$ cat src/rtl/loader_pkg.sv
// loader_pkg: shared state type, header layout and constants for the ROM loader sink
package loader_pkg;
  typedef enum logic [2:0] {
    S_IDLE,
    S_HEADER,
    S_PAYLOAD,
    S_FLUSH,
    S_DONE
  } sink_state_t;
  localparam int HDR_LEN      = 64;
  localparam int HDR_PAD_END  = 512;
  localparam int HDR_MAP_CTRL = 0;
  localparam int HDR_ROM_TYPE = 1;
  localparam int HDR_ROM_SIZE = 2;
  localparam int HDR_RAM_SIZE = 3;
endpackage

$ cat src/rtl/sync_fifo.sv
// sync_fifo: single-clock FIFO with combinational head read and occupancy count
module sync_fifo #(
  parameter int WIDTH = 8,
  parameter int DEPTH = 4
) (
  input  logic                   wclk,
  input  logic                   reset,
  input  logic                   push,
  input  logic [WIDTH-1:0]       wdata,
  input  logic                   pop,
  output logic [WIDTH-1:0]       rdata,
  output logic                   full,
  output logic                   empty,
  output logic [$clog2(DEPTH):0] count
);
  localparam int AW = $clog2(DEPTH);
  logic [WIDTH-1:0] mem [DEPTH];
  logic [AW-1:0] wp, rp;
  logic do_push, do_pop;
  assign do_pop  = pop && !empty;
  assign do_push = push && (!full || do_pop);
  assign full    = count == (AW+1)'(DEPTH);
  assign empty   = count == '0;
  assign rdata   = mem[rp];
  // pointer and occupancy tracking; a full FIFO still takes a push when popping
  always_ff @(posedge wclk) begin
    if (reset) begin
      wp    <= '0;
      rp    <= '0;
      count <= '0;
    end else begin
      wp    <= do_push ? wp + 1'b1 : wp;
      rp    <= do_pop ? rp + 1'b1 : rp;
      count <= count + (AW+1)'(do_push) - (AW+1)'(do_pop);
    end
  end
  // storage array, not reset
  always_ff @(posedge wclk) begin
    if (do_push) mem[wp] <= wdata;
  end
endmodule

$ cat src/rtl/rom_stream_sink.sv
// rom_stream_sink: captures the ROM header and writes payload words to SDRAM
module rom_stream_sink
  import loader_pkg::*;
#(
  parameter int ADDR_W     = 22,
  parameter int FIFO_DEPTH = 4
) (
  input  logic              wclk,
  input  logic              reset,
  input  logic [7:0]        din,
  input  logic              din_valid,
  input  logic              loading,
  output logic [7:0]        hdr_map_ctrl,
  output logic [7:0]        hdr_rom_type,
  output logic [7:0]        hdr_rom_size,
  output logic [7:0]        hdr_ram_size,
  output logic              hdr_valid,
  output logic [ADDR_W-1:0] mem_addr,
  output logic [15:0]       mem_wdata,
  output logic [1:0]        mem_be,
  output logic              mem_req,
  input  logic              mem_ack,
  output logic [23:0]       byte_count,
  output logic              busy,
  output logic              done,
  output logic              overflow
);
  localparam int FW = 2 + ADDR_W + 16;
  localparam int CW = $clog2(FIFO_DEPTH) + 1;
  sink_state_t state, state_next;
  logic              loading_q, rise, fall;
  logic [5:0]        hdr_idx;
  logic [7:0]        pair;
  logic              pair_pending;
  logic [ADDR_W-1:0] waddr;
  logic              push_v;
  logic [FW-1:0]     push_d, fifo_rdata;
  logic              fifo_full, fifo_empty, pop, drained;
  logic [CW-1:0]     fifo_count;
  assign rise    = loading && !loading_q;
  assign fall    = loading_q && !loading;
  assign pop     = mem_req && mem_ack;
  assign drained = !push_v && !pair_pending && (fifo_empty || (fifo_count == CW'(1) && pop));
  assign busy    = state inside {S_HEADER, S_PAYLOAD, S_FLUSH};
  assign done    = state == S_DONE;
  sync_fifo #(
    .WIDTH (FW),
    .DEPTH (FIFO_DEPTH)
  ) u_fifo (
    .wclk  (wclk),
    .reset (reset),
    .push  (push_v),
    .wdata (push_d),
    .pop   (pop),
    .rdata (fifo_rdata),
    .full  (fifo_full),
    .empty (fifo_empty),
    .count (fifo_count)
  );
  // state register
  always_ff @(posedge wclk) begin
    state <= reset ? S_IDLE : state_next;
  end
  // next-state: a loading fall in HEADER/PAYLOAD always wins over byte progress
  always_comb begin
    state_next = state;
    case (state)
      S_IDLE:    state_next = (din_valid && loading) ? S_HEADER : S_IDLE;
      S_HEADER:  state_next = fall ? S_FLUSH : (din_valid && hdr_idx == 6'(HDR_LEN - 1)) ? S_PAYLOAD : S_HEADER;
      S_PAYLOAD: state_next = fall ? S_FLUSH : S_PAYLOAD;
      S_FLUSH:   state_next = drained ? S_DONE : S_FLUSH;
      S_DONE:    state_next = rise ? S_IDLE : S_DONE;
      default:   state_next = S_IDLE;
    endcase
  end
  // header capture, byte pairing, word staging and the SDRAM write port
  always_ff @(posedge wclk) begin
    if (reset) begin
      loading_q    <= 1'b0;
      hdr_idx      <= '0;
      hdr_map_ctrl <= '0;
      hdr_rom_type <= '0;
      hdr_rom_size <= '0;
      hdr_ram_size <= '0;
      hdr_valid    <= 1'b0;
      pair         <= '0;
      pair_pending <= 1'b0;
      waddr        <= '0;
      byte_count   <= '0;
      push_v       <= 1'b0;
      push_d       <= '0;
      overflow     <= 1'b0;
      mem_req      <= 1'b0;
      mem_addr     <= '0;
      mem_wdata    <= '0;
      mem_be       <= '0;
    end else begin
      loading_q <= loading;
      push_v    <= 1'b0;
      if (state == S_IDLE && din_valid && loading) begin
        hdr_map_ctrl <= din;
        hdr_idx      <= 6'(HDR_MAP_CTRL + 1);
      end
      if (state == S_HEADER && din_valid) begin
        if (hdr_idx == 6'(HDR_ROM_TYPE)) hdr_rom_type <= din;
        if (hdr_idx == 6'(HDR_ROM_SIZE)) hdr_rom_size <= din;
        if (hdr_idx == 6'(HDR_RAM_SIZE)) hdr_ram_size <= din;
        if (hdr_idx == 6'(HDR_LEN - 1)) hdr_valid <= 1'b1;
        hdr_idx <= hdr_idx + 6'd1;
      end
      if (state == S_PAYLOAD && din_valid) begin
        byte_count   <= byte_count + 24'd1;
        pair         <= din;
        pair_pending <= !pair_pending;
        if (pair_pending) begin
          push_v <= 1'b1;
          push_d <= {2'b11, waddr, din, pair};
          waddr  <= waddr + 1'b1;
        end
      end
      if (state == S_FLUSH && pair_pending) begin
        push_v       <= 1'b1;
        push_d       <= {2'b01, waddr, 8'h00, pair};
        waddr        <= waddr + 1'b1;
        pair_pending <= 1'b0;
      end
      if (state == S_DONE && rise) begin
        hdr_valid    <= 1'b0;
        byte_count   <= '0;
        waddr        <= '0;
        pair_pending <= 1'b0;
      end
      if (push_v && fifo_full && !pop) overflow <= 1'b1;
      if (pop) begin
        mem_req <= 1'b0;
      end else if (!mem_req && !fifo_empty) begin
        mem_req                       <= 1'b1;
        {mem_be, mem_addr, mem_wdata} <= fifo_rdata;
      end
    end
  end
endmodule
$ cat config.mk
export PLATFORM = sky130hd
export DESIGN_NAME = rom_stream_sink
export DESIGN_NICKNAME = d
export VERILOG_FILES = /design/src/rtl/loader_pkg.sv /design/src/rtl/sync_fifo.sv /design/src/rtl/rom_stream_sink.sv
export SDC_FILE = /design/constraint.sdc
export NUM_CORES = 1
export LEC_CHECK = 0
export ABC_AREA = 1
export CAP_MARGIN = 15
export CORE_ASPECT_RATIO = 1.4
export CORE_MARGIN = 10
export CORE_UTILIZATION = 60
export CTS_BUF_LIST = sky130_fd_sc_hd__clkbuf_8
export DETAILED_ROUTE_END_ITERATION = 7
export DONT_BUFFER_PORTS = 1
export MAX_ROUTING_LAYER = met4
export PLACE_DENSITY = 0.75
export SLEW_MARGIN = 20
export SYNTH_ARGS = -nofsm -noshare
export SYNTH_HDL_FRONTEND = slang
export SYNTH_SLANG_ARGS = --single-unit
export TNS_END_PERCENT = 1
$ cat constraint.sdc
create_clock -name wclk -period 3.45 [get_ports wclk]
set_input_delay 0.5175 -clock wclk [delete_from_list [all_inputs] [get_ports wclk]]
set_output_delay 0.5175 -clock wclk [all_outputs]
set_load 0.01 [all_outputs]
---- Yosys cells after proc, flatten, opt, wreduce, memory -nomap -nowiden ----
Memory sizes are Yosys's and may differ from the RTL's. A register that Yosys moved wholly into a read port is not among the register bits.
Cells that the tools add are included.
storage, ports and cells
  output and inout bits ................... 101
  bits in writable memories ............... 160
  memories kept ........................... 1
  input port bits ......................... 13
  bits in registers ....................... 148
cells by class
  muxes and demuxes ....................... 20
  bitwise operators ....................... 1
  add/subtract/negate cells ............... 7
  reduce and logical (&&, ||, !) cells .... 46
  eq/ne operators ......................... 10
memories
  memory      words  width  rd ports  clocked after Yosys merged registers in  write ports  RTL line         source
  u_fifo.mem  4      40     1         1                                        1            sync_fifo.sv:17  logic [WIDTH-1:0] mem [DEPTH];
operators with widths
  kind                     number
  $mux W39                 3
  $mux W22                 3
  $add A24 B1 Y24 const B  1
  $add A22 B1 Y22 const B  1
  $logic_and A1 B1 Y1      19
  $pmux W3 S5              1
  $reduce_and A2 Y1        7
  $eq A6 B2 Y1 const B     2
  $mux W6                  2
  $logic_not A1 Y1         8
  $mux W1                  7
  $add A6 B1 Y6 const B    1
  $eq A3 B1 Y1 const B     2
  $eq A3 B2 Y1 const B     2
  $eq A3 B3 Y1 const B     2
  $eq A6 B1 Y1 const B     1
  $eq A6 B6 Y1 const B     1
  $logic_not A3 Y1         2
  $mux W3                  2
  $reduce_bool A2 Y1       3
  $reduce_or A2 Y1         3
  $add A2 B1 Y2 const B    2
  $mux W2                  2
  $add A3 B1 Y3            1
  5 further kinds          6

---- Logic depth before layout (Yosys ltp) ----
Gate-level depths: netlist of the first run.
  depth after elaboration ................. 7
  depth in mapped cells ................... 11
  depth with buffers taken out ............ 11

---- Modules after synthesis ----
From an unflattened synthesis of the first run, not the netlist that was laid out.
second synthesis, totals
  cells, all modules ...................... 1475
  area, all modules ....................... 13827.0 µm²
by module, submodules not included
  module           area each (µm²)  cells each  instances
  rom_stream_sink  7363.3           1019        1
  sync_fifo        6463.7           456         1

---- Least setup slack after synthesis of the first run ----
OpenSTA, ideal clock, no wires.
  path kind ............................... input-to-reg
  from .................................... in mem_ack
  to ...................................... mem u_fifo.mem[0][0] (netlist name) (enable)
  path slack .............................. 0.462 ns
  data required time ...................... 3.012 ns
  setup time .............................. 0.438 ns
  stages .................................. 4
  arrival time ............................ 2.550 ns
  path through ............................ nand2_1 -> nand2_1 -> nand2_1 -> nor2_1
on the way
  longest elaborated chain between the ends .. 6
ends and longest elaborated chain
  what                           RTL line               source
  start, declared                rom_stream_sink.sv:22  input logic mem_ack,
  $logic_and A1 B1 Y1            rom_stream_sink.sv:42  assign pop = mem_req && mem_ack;
  $logic_and A1 B1 Y1            sync_fifo.sv:20        assign do_pop = pop && !empty;
  $logic_or A1 B1 Y1             sync_fifo.sv:21        assign do_push = push && (!full || do_pop);
  $logic_and A1 B1 Y1            sync_fifo.sv:21
  $mux W1                        sync_fifo.sv:39        if (do_push) mem[wp] <= wdata;
  $mux W1 (not written as such)  sync_fifo.sv:39
  end, declared                  sync_fifo.sv:17
No other way between the ends.

---- Worst setup path in the final report of the first run ----
  from .................................... reg mem_req
  to ...................................... mem u_fifo.mem[1][34] (netlist name) (enable)
on the way
  longest elaborated chain between the ends .. 6
ends and longest elaborated chain
  what                           RTL line                source
  start, declared                rom_stream_sink.sv:21   output logic mem_req,
  start signal, assigned         rom_stream_sink.sv:93   mem_req <= 1'b0;
  start signal, assigned         rom_stream_sink.sv:135  mem_req <= 1'b0;
  start signal, assigned         rom_stream_sink.sv:137  mem_req <= 1'b1;
  $logic_and A1 B1 Y1            rom_stream_sink.sv:42
  $logic_and A1 B1 Y1            sync_fifo.sv:20
  $logic_or A1 B1 Y1             sync_fifo.sv:21
  $logic_and A1 B1 Y1            sync_fifo.sv:21
  $mux W1                        sync_fifo.sv:39
  $mux W1 (not written as such)  sync_fifo.sv:39
No other way between the ends.

==> impl_metrics.json, run 1 <==
{
  "hold_path_class": "in -> reg",
  "initial_utilization": 0.6081,
  "synthDistinctLibCells": 42,
  "wire_length_of_the_first_global_routing_pass_um": 46880,
  "worstSetupEndpointType": "flop",
  "report.final.hold_viol_count": 0,
  "cts_max_level": 2,
  "crit_required_ns": 3.71,
  "detailedRoute.firstIterationViolations": 645,
  "wl_per_cell_um": 16.30,
  "setup.worst_path.class": "reg -> reg",
  "synthTopCellsByCount": "sky130_fd_sc_hd__nor2_1 (354), sky130_fd_sc_hd__o21ai_0 (206), sky130_fd_sc_hd__dfxtp_1 (188)",
  "first_pass_iters": 5,
  "finalCoreUtilization": 0.6619,
  "nets": 1459,
  "p_leak_nw": 5.352,
  "cp_data_arrival_time_ns": 2.60,
  "synth_largest_area_cell": "sky130_fd_sc_hd__edfxtp_1",
  "dominant_delay_contributor_by_cell_family_on_the_critical_path": "simple AND/OR/NAND/NOR gates",
  "yosys.area_share.adder": 0.01155,
  "die-height_um": 198.5,
  "floorplan.core_area_um2": 22450,
  "placedInstanceArea_um2": 13870,
  "worst_skew_pair.late_latency_ns": 0.56,
  "synth_sequential_area_ratio": 0.6277,
  "detailed_route_wl_um": 28960,
  "synth-edff-count": 160,
  "post_route_cells_drive_above_1_share": 0.08820,
  "clock_path_buffers": 3,
  "crit_path_max_incr_delay_ns": 0.63,
  "max-cap-violations": 0,
  "max-vdd-ir-drop_v": 0.0003069,
  "post-route-period-util": 0.6773,
  "detailroute.via_count": 9628,
  "final.min_clock_period_ns": 2.337,
  "clock_tree.root_cell": "sky130_fd_sc_hd__clkbuf_8",
  "syn_avg_cell_area_um2": 9.519,
  "post-route-drc-count": 0,
  "multi_input_comb_area_um2": 4444,
  "design.portCount": 114,
  "final-seq-area_um2": 8569,
  "maxClockFrequency_mhz": 428.0,
  "powerDensity_nw_per_um2": 508.4,
  "synth_area_leaders": "sky130_fd_sc_hd__edfxtp_1 (35%), sky130_fd_sc_hd__dfxtp_1 (28%), sky130_fd_sc_hd__nor2_1 (9.7%)",
  "cts-buffers-inserted": 49,
  "yosys.cell_count.top_type": "sky130_fd_sc_hd__nor2_1",
  "post_cts_buffers": 0,
  "async_reset_ff_frac": 0,
  "port-buffer-count": 0,
  "synth-warning-count": 0,
  "yosys_register_bits": 348,
  "worstMarginPinSlew_ns": 0.9117,
  "outcome": "complete, no violations",
  "area_delta_synth_final_pct": 8.845,
  "largest_net_degree_at_the_start_of_global_routing": 84,
  "antenna_found_initial": 1,
  "ys.flop_type": "sky130_fd_sc_hd__dfxtp_1",
  "critical-path-slowest-cell": "sky130_fd_sc_hd__nor2_4",
  "placement_rows": 65,
  "viasPerCell": 5.421,
  "critical_path.most_common_cell": "sky130_fd_sc_hd__nand2_1",
  "post_route_clock_skew_ns": 0.01124,
  "critical_path.cell_chain": "nand2_1, nand2_1, nand2_1, nor2_4, buf_12",
  "syn-num-nets": 1459,
  "chipWidth_um": 147.5,
  "clock-sinks": 348,
  "post_synthesis_compound_gate_area_fraction": 0.1247,
  "crit_path_start_kind": "flop",
  "rsz_0062_raised_after_global_routing": "no",
  "global_route.usage.total": 0.1993,
  "detailedPlacementHpwl_um": 17960,
  "fill_cells": 1816,
  "r2r_setup_slack_ns": 1.11,
  "hold_slack_ns": 0.03094,
  "clkSlewWorstSetupHoldPaths_ns": 0.06,
  "max_slew_margin": 0.3915,
  "die_area_um2": 29270,
  "maxSlewViolCount": 0,
  "first_global_vias": 9360,
  "tritoncts": "built",
  "setup_total_negative_slack_ns": 0,
  "post-route-cell-area_um2": 14860,
  "route.antenna.remaining_nets": 0,
  "finalSetupViolations": 0,
  "worst-path-max-fanout": 22,
  "synthMuxAreaShare": 0,
  "cp_num_buf_inv": 1,
  "grt.overflow.total": 0,
  "simple_logic_cell_fraction_of_the_synthesized_area": 0.1846,
  "yosys.area_share.xor_xnor": 0.002566,
  "netlist_area_um2": 13650,
  "netlist_instances": 1434,
  "synth_top_family_by_area": "simple AND/OR/NAND/NOR gates",
  "gp_routability_congestion": 0.8522,
  "yosysTopAreaCellShare": 0.3520
}
## cell usage in the layout (no fill, tap or decap), types with 3 or more instances in the layout
cell and instances:
sky130_fd_sc_hd__nor2_1 350, sky130_fd_sc_hd__o21ai_0 206, sky130_fd_sc_hd__dfxtp_1 187, sky130_fd_sc_hd__edfxtp_1 160, sky130_fd_sc_hd__nand2_1 135, sky130_fd_sc_hd__inv_1 98, sky130_fd_sc_hd__clkbuf_8 53, sky130_fd_sc_hd__a21oi_1 51
sky130_fd_sc_hd__a31oi_1 40, sky130_fd_sc_hd__nand3_1 39, sky130_fd_sc_hd__nor2_4 15, sky130_fd_sc_hd__nor3_1 14, sky130_fd_sc_hd__nand4_1 14, sky130_fd_sc_hd__inv_2 13, sky130_fd_sc_hd__clkinv_1 12, sky130_fd_sc_hd__clkinv_2 11
sky130_fd_sc_hd__ha_1 11, sky130_fd_sc_hd__a21oi_2 9, sky130_fd_sc_hd__buf_4 8, sky130_fd_sc_hd__o21ai_1 4, sky130_fd_sc_hd__nor2_2 3, sky130_fd_sc_hd__nor3_2 3, sky130_fd_sc_hd__nand3_2 3, sky130_fd_sc_hd__bufinv_16 3
## metrics by stage
step                power, mW  std cells  setup slack (ns)
detailed placement      4.500       1682             1.077
floorplan               4.478       1434            0.4623
CTS                     7.624       1775             1.085
global placement        4.498       1682             1.152
finish                  7.554       1776             1.113
global route            7.807       1776            0.9282
## power by group
| part | total, mW | internal [mW] | switching [mW] | leakage [nW] |
|---|---|---|---|---|
| combinational | 0.103 | 0.0287 | 0.0747 | 1.99 |
| clock | 3.14 | 1.65 | 1.49 | 0.554 |
| sequential | 4.31 | 4.29 | 0.0197 | 2.81 |
| total | 7.55 | 5.97 | 1.58 | 5.35 |
## registers in the layout (all words and copies together) (netlist names), 6 cells and up
name,flops
byte_count,24
hdr_idx,6
hdr_map_ctrl,8
hdr_ram_size,8
hdr_rom_size,8
hdr_rom_type,8
mem_addr,22
mem_wdata,16
pair,8
push_d,40
u_fifo.mem,160
waddr,22
## path summary, 6_finish.rpt
path                                           start                           to  cells past startpoint
worst max-delay path            mem_req$_SDFFE_PP0P_  u_fifo.mem[1][34]$_DFFE_PP_                      5
worst min-delay path                           reset         loading_q$_SDFF_PP0_                      1
worst max register to register  mem_req$_SDFFE_PP0P_  u_fifo.mem[1][34]$_DFFE_PP_                      5
worst min register to register  pair[7]$_SDFFE_PP0P_         pair[7]$_SDFFE_PP0P_                      2
## worst reg2reg max path, delay by kind of cell, from the launching register on
family,cells,cell delay (ns)
buffers and inverters,1,0.27
flip-flops,1,0.55
AND/OR/NAND/NOR,4,1.21
## repair_timing
action,CTS,global route
setup endpoints to repair,0,0
endpoints found under the hold margin,8,0
hold buffers,2,0
gates resized for setup,0,0
## final cells by class
| cell class | instances | area share |
|---|---|---|
| multi-input cells | 923 | 0.2991 |
| well taps | 301 | 0.02535 |
| inverters | 100 | 0.02535 |
| clock inverters | 38 | 0.01608 |
| repair buffers | 12 | 0.008084 |
| diodes | 1 | 0.0001684 |
| clock buffers | 53 | 0.04909 |
| flip-flops and latches | 348 | 0.5768 |
## metal layers
layer	global-route usage	wire length (µm)
met4	0.06954	769
met3	0.04957	1875
met5	-	0
met2	0.3368	14290
met1	0.2271	12020
## logic make-up after synthesis
| logic type | Yosys count |
|---|---|
| simple gates | 590 |
| flops | 348 |
| compound gates | 317 |
| buf+inv | 163 |
| fa+ha+maj | 12 |
| xor+xnor | 4 |
Note: power is estimated with default switching activity, not from simulation.
==> run 2, diff against run 1 <==
--- a/config.mk
+++ b/config.mk
@@ -9,12 +9,12 @@
 export CAP_MARGIN = 15
 export CORE_ASPECT_RATIO = 1.4
 export CORE_MARGIN = 10
-export CORE_UTILIZATION = 60
+export CORE_UTILIZATION = 59
 export CTS_BUF_LIST = sky130_fd_sc_hd__clkbuf_8
 export DETAILED_ROUTE_END_ITERATION = 7
 export DONT_BUFFER_PORTS = 1
 export MAX_ROUTING_LAYER = met4
-export PLACE_DENSITY = 0.75
+export PLACE_DENSITY = 0.77
 export SLEW_MARGIN = 20
 export SYNTH_ARGS = -nofsm -noshare
 export SYNTH_HDL_FRONTEND = slang
==> constraint.sdc (replaced) <==
create_clock -name wclk -period 1.95 [get_ports wclk]
set_input_delay 0.2925 -clock wclk [delete_from_list [all_inputs] [get_ports wclk]]
set_output_delay 0.2925 -clock wclk [all_outputs]
set_load 0.01 [all_outputs]
==> run 2 against run 1 <==
Via count is 3.7% higher. Sequential share of layout area is 1.4 points lower. Clock-buffer cell count is 1 lower. Sequential cell count stayed put. Clock power is 71% higher. Register-to-register slack worse by 1.1 ns. Worst setup slack worse by 1.1 ns.
==> impl_metrics.json, run 2 (synthesis gave the netlist of run 1 again) <==
{
  "outcome": "complete, no violations",
  "wl_per_cell_um": 16.78,
  "global_route.usage.total": 0.2078,
  "route.antenna.remaining_nets": 0,
  "placement_rows": 65,
  "critical_path.cell_chain": "nor2_2, inv_1, nor2_2, nor2_1, ha_1, inv_1, ha_1, inv_1, fa_2, and3_4, nor3_2",
  "viasPerCell": 5.524,
  "wire_length_of_the_first_global_routing_pass_um": 49390,
  "detailedRoute.firstIterationViolations": 654,
  "final_common_cell": "sky130_fd_sc_hd__nor2_1",
  "grt.overflow.total": 0,
  "post_route_clock_skew_ns": 0.03884,
  "nets": 1493,
  "critical-path-slowest-cell": "sky130_fd_sc_hd__fa_2",
  "worst_skew_pair.late_latency_ns": 0.57,
  "max-vdd-ir-drop_v": 0.001059,
  "setup.worst_path.class": "reg -> reg",
  "worstMarginPinSlew_ns": 0.5611,
  "powerDensity_nw_per_um2": 868.9,
  "detailedPlacementHpwl_um": 18780,
  "die-height_um": 200.0,
  "port-buffer-count": 0,
  "antenna_found_initial": 0,
  "final.min_clock_period_ns": 1.922,
  "cts-buffers-inserted": 49,
  "p_leak_nw": 5.547,
  "maxClockFrequency_mhz": 520.2,
  "hold_path_class": "in -> reg",
  "p_total_mw": 13.23,
  "detailroute.via_count": 9988,
  "design.portCount": 114,
  "post_route_cells_drive_above_1_share": 0.1062,
  "worstSetupEndpointType": "flop",
  "largest_net_degree_at_the_start_of_global_routing": 54,
  "fill_cells": 1758,
  "finalSetupViolations": 0,
  "clock-sinks": 348,
  "insertedDiodeCount": 0,
  "max_reg_flops": 160,
  "area_delta_synth_final_pct": 11.55,
  "max_slew_margin": 0.6259,
  "cp_num_buf_inv": 3,
  "worst-path-max-fanout": 2,
  "tritoncts": "built",
  "post-route-drc-count": 0,
  "crit_required_ns": 2.41,
  "layout.cells.most_common_list": "sky130_fd_sc_hd__nor2_1 (347), sky130_fd_sc_hd__o21ai_0 (206), sky130_fd_sc_hd__dfxtp_1 (186), sky130_fd_sc_hd__edfxtp_1 (160), sky130_fd_sc_hd__nand2_1 (135)",
  "clock_tree.root_cell": "sky130_fd_sc_hd__clkbuf_8",
  "clkSlewWorstSetupHoldPaths_ns": 0.06,
  "report.final.hold_viol_count": 0,
  "dominant_delay_contributor_by_cell_family_on_the_critical_path": "adder cells",
  "clock_path_buffers": 3,
  "cp_data_arrival_time_ns": 2.38,
  "die_area_um2": 29710,
  "first_global_vias": 9919,
  "initial_utilization": 0.6016,
  "gp_routability_congestion": 0.8274,
  "crit_path_max_incr_delay_ns": 0.35,
  "max-cap-violations": 0,
  "critical_path.most_common_cell": "sky130_fd_sc_hd__inv_1",
  "largest_reg_by_ff_count": "u_fifo.mem",
  "floorplan.core_area_um2": 22690,
  "post-route-period-util": 0.9858,
  "detailed_route_wl_um": 30330,
  "maxSlewViolCount": 0,
  "first_pass_iters": 7,
  "rsz_0062_raised_after_global_routing": "yes",
  "reg_top3": "u_fifo.mem x160, push_d x40, byte_count x24",
  "cts_max_level": 2,
  "chipWidth_um": 148.6,
  "setup_total_negative_slack_ns": 0,
  "crit_path_start_kind": "flop",
  "hold_slack_ns": 0.06587
}
## run 2: cell count changes in the layout (fill, tap and decap cells not counted), sizes merged
cell | before | now
bufinv | 3 | 2
diode | 1 | 0
clkbuf | 53 | 52
buf | 10 | 36
clkinv | 23 | 19
inv | 112 | 117
dlygate4sd3 | 2 | 10
## run 2: metrics by stage
stage	utilization	instances	cell area, µm²	worst slack (ns)
final	0.6711	1808	15230	0.02777
after global routing	0.6711	1808	15230	-0.07739
after CTS	0.6699	1807	15200	0.006282
after detailed placement	0.6243	1707	14170	-0.04352
after global placement	0.6243	1707	14170	0.06899
after floorplan	-	1434	13660	-0.3904
## run 2: what timing repair did
item,in CTS,in global routing
buffers inserted,0,1
resized for setup,2,6
pin swaps,1,1
hold buffers,10,0
gates cloned,0,0
endpoints found under the hold margin,60,0
setup endpoints to repair,1,2
## run 2: path summary, 6_finish.rpt
kind	to	slack, ns	start	depth (start not counted)
worst max register to register	u_fifo.count[2]$_SDFF_PP0_	0.03	u_fifo.count[2]$_SDFF_PP0_	11
worst min-delay path	push_d[2]$_SDFFE_PP0P_	0.07	din_valid	3
worst min register to register	u_fifo.mem[3][31]$_DFFE_PP_	0.48	push_d[31]$_SDFFE_PP0P_	0
worst max-delay path	u_fifo.count[2]$_SDFF_PP0_	0.03	u_fifo.count[2]$_SDFF_PP0_	11
## run 2: final cells by class
cell class | instances | area [µm²] | share of cell area
clock buffer | 52 | 715.7 | 0.04700
clock inverter | 38 | 212.7 | 0.01397
inverter | 100 | 375.4 | 0.02465
multi-input combinational | 923 | 4468 | 0.2934
sequential | 348 | 8571 | 0.5629
tap | 301 | 376.6 | 0.02473
timing repair buffer | 46 | 508.0 | 0.03336
## run 2: report_power, final
part / internal, mW / switching (mW)
logic: 0.0695 / 0.159
registers: 7.59 / 0.0344
clock network: 2.74 / 2.63
total: 10.4 / 2.83
## run 2: per-layer routing
layer,up-vias,routed length [µm],track usage
met3,56,2344,0.04687
met1,4694,11920,0.2350
li1,4926,-,-
met2,312,15300,0.3546
met4,0,774,0.07616
met5,-,0,-
## run 2: worst register-to-register path: cells and delay by family, from the launching register on
family | cells | cell delay, ns
simple gates | 5 | 0.57
fa+ha+maj | 3 | 0.76
buf+inv | 3 | 0.21
flops | 1 | 0.33
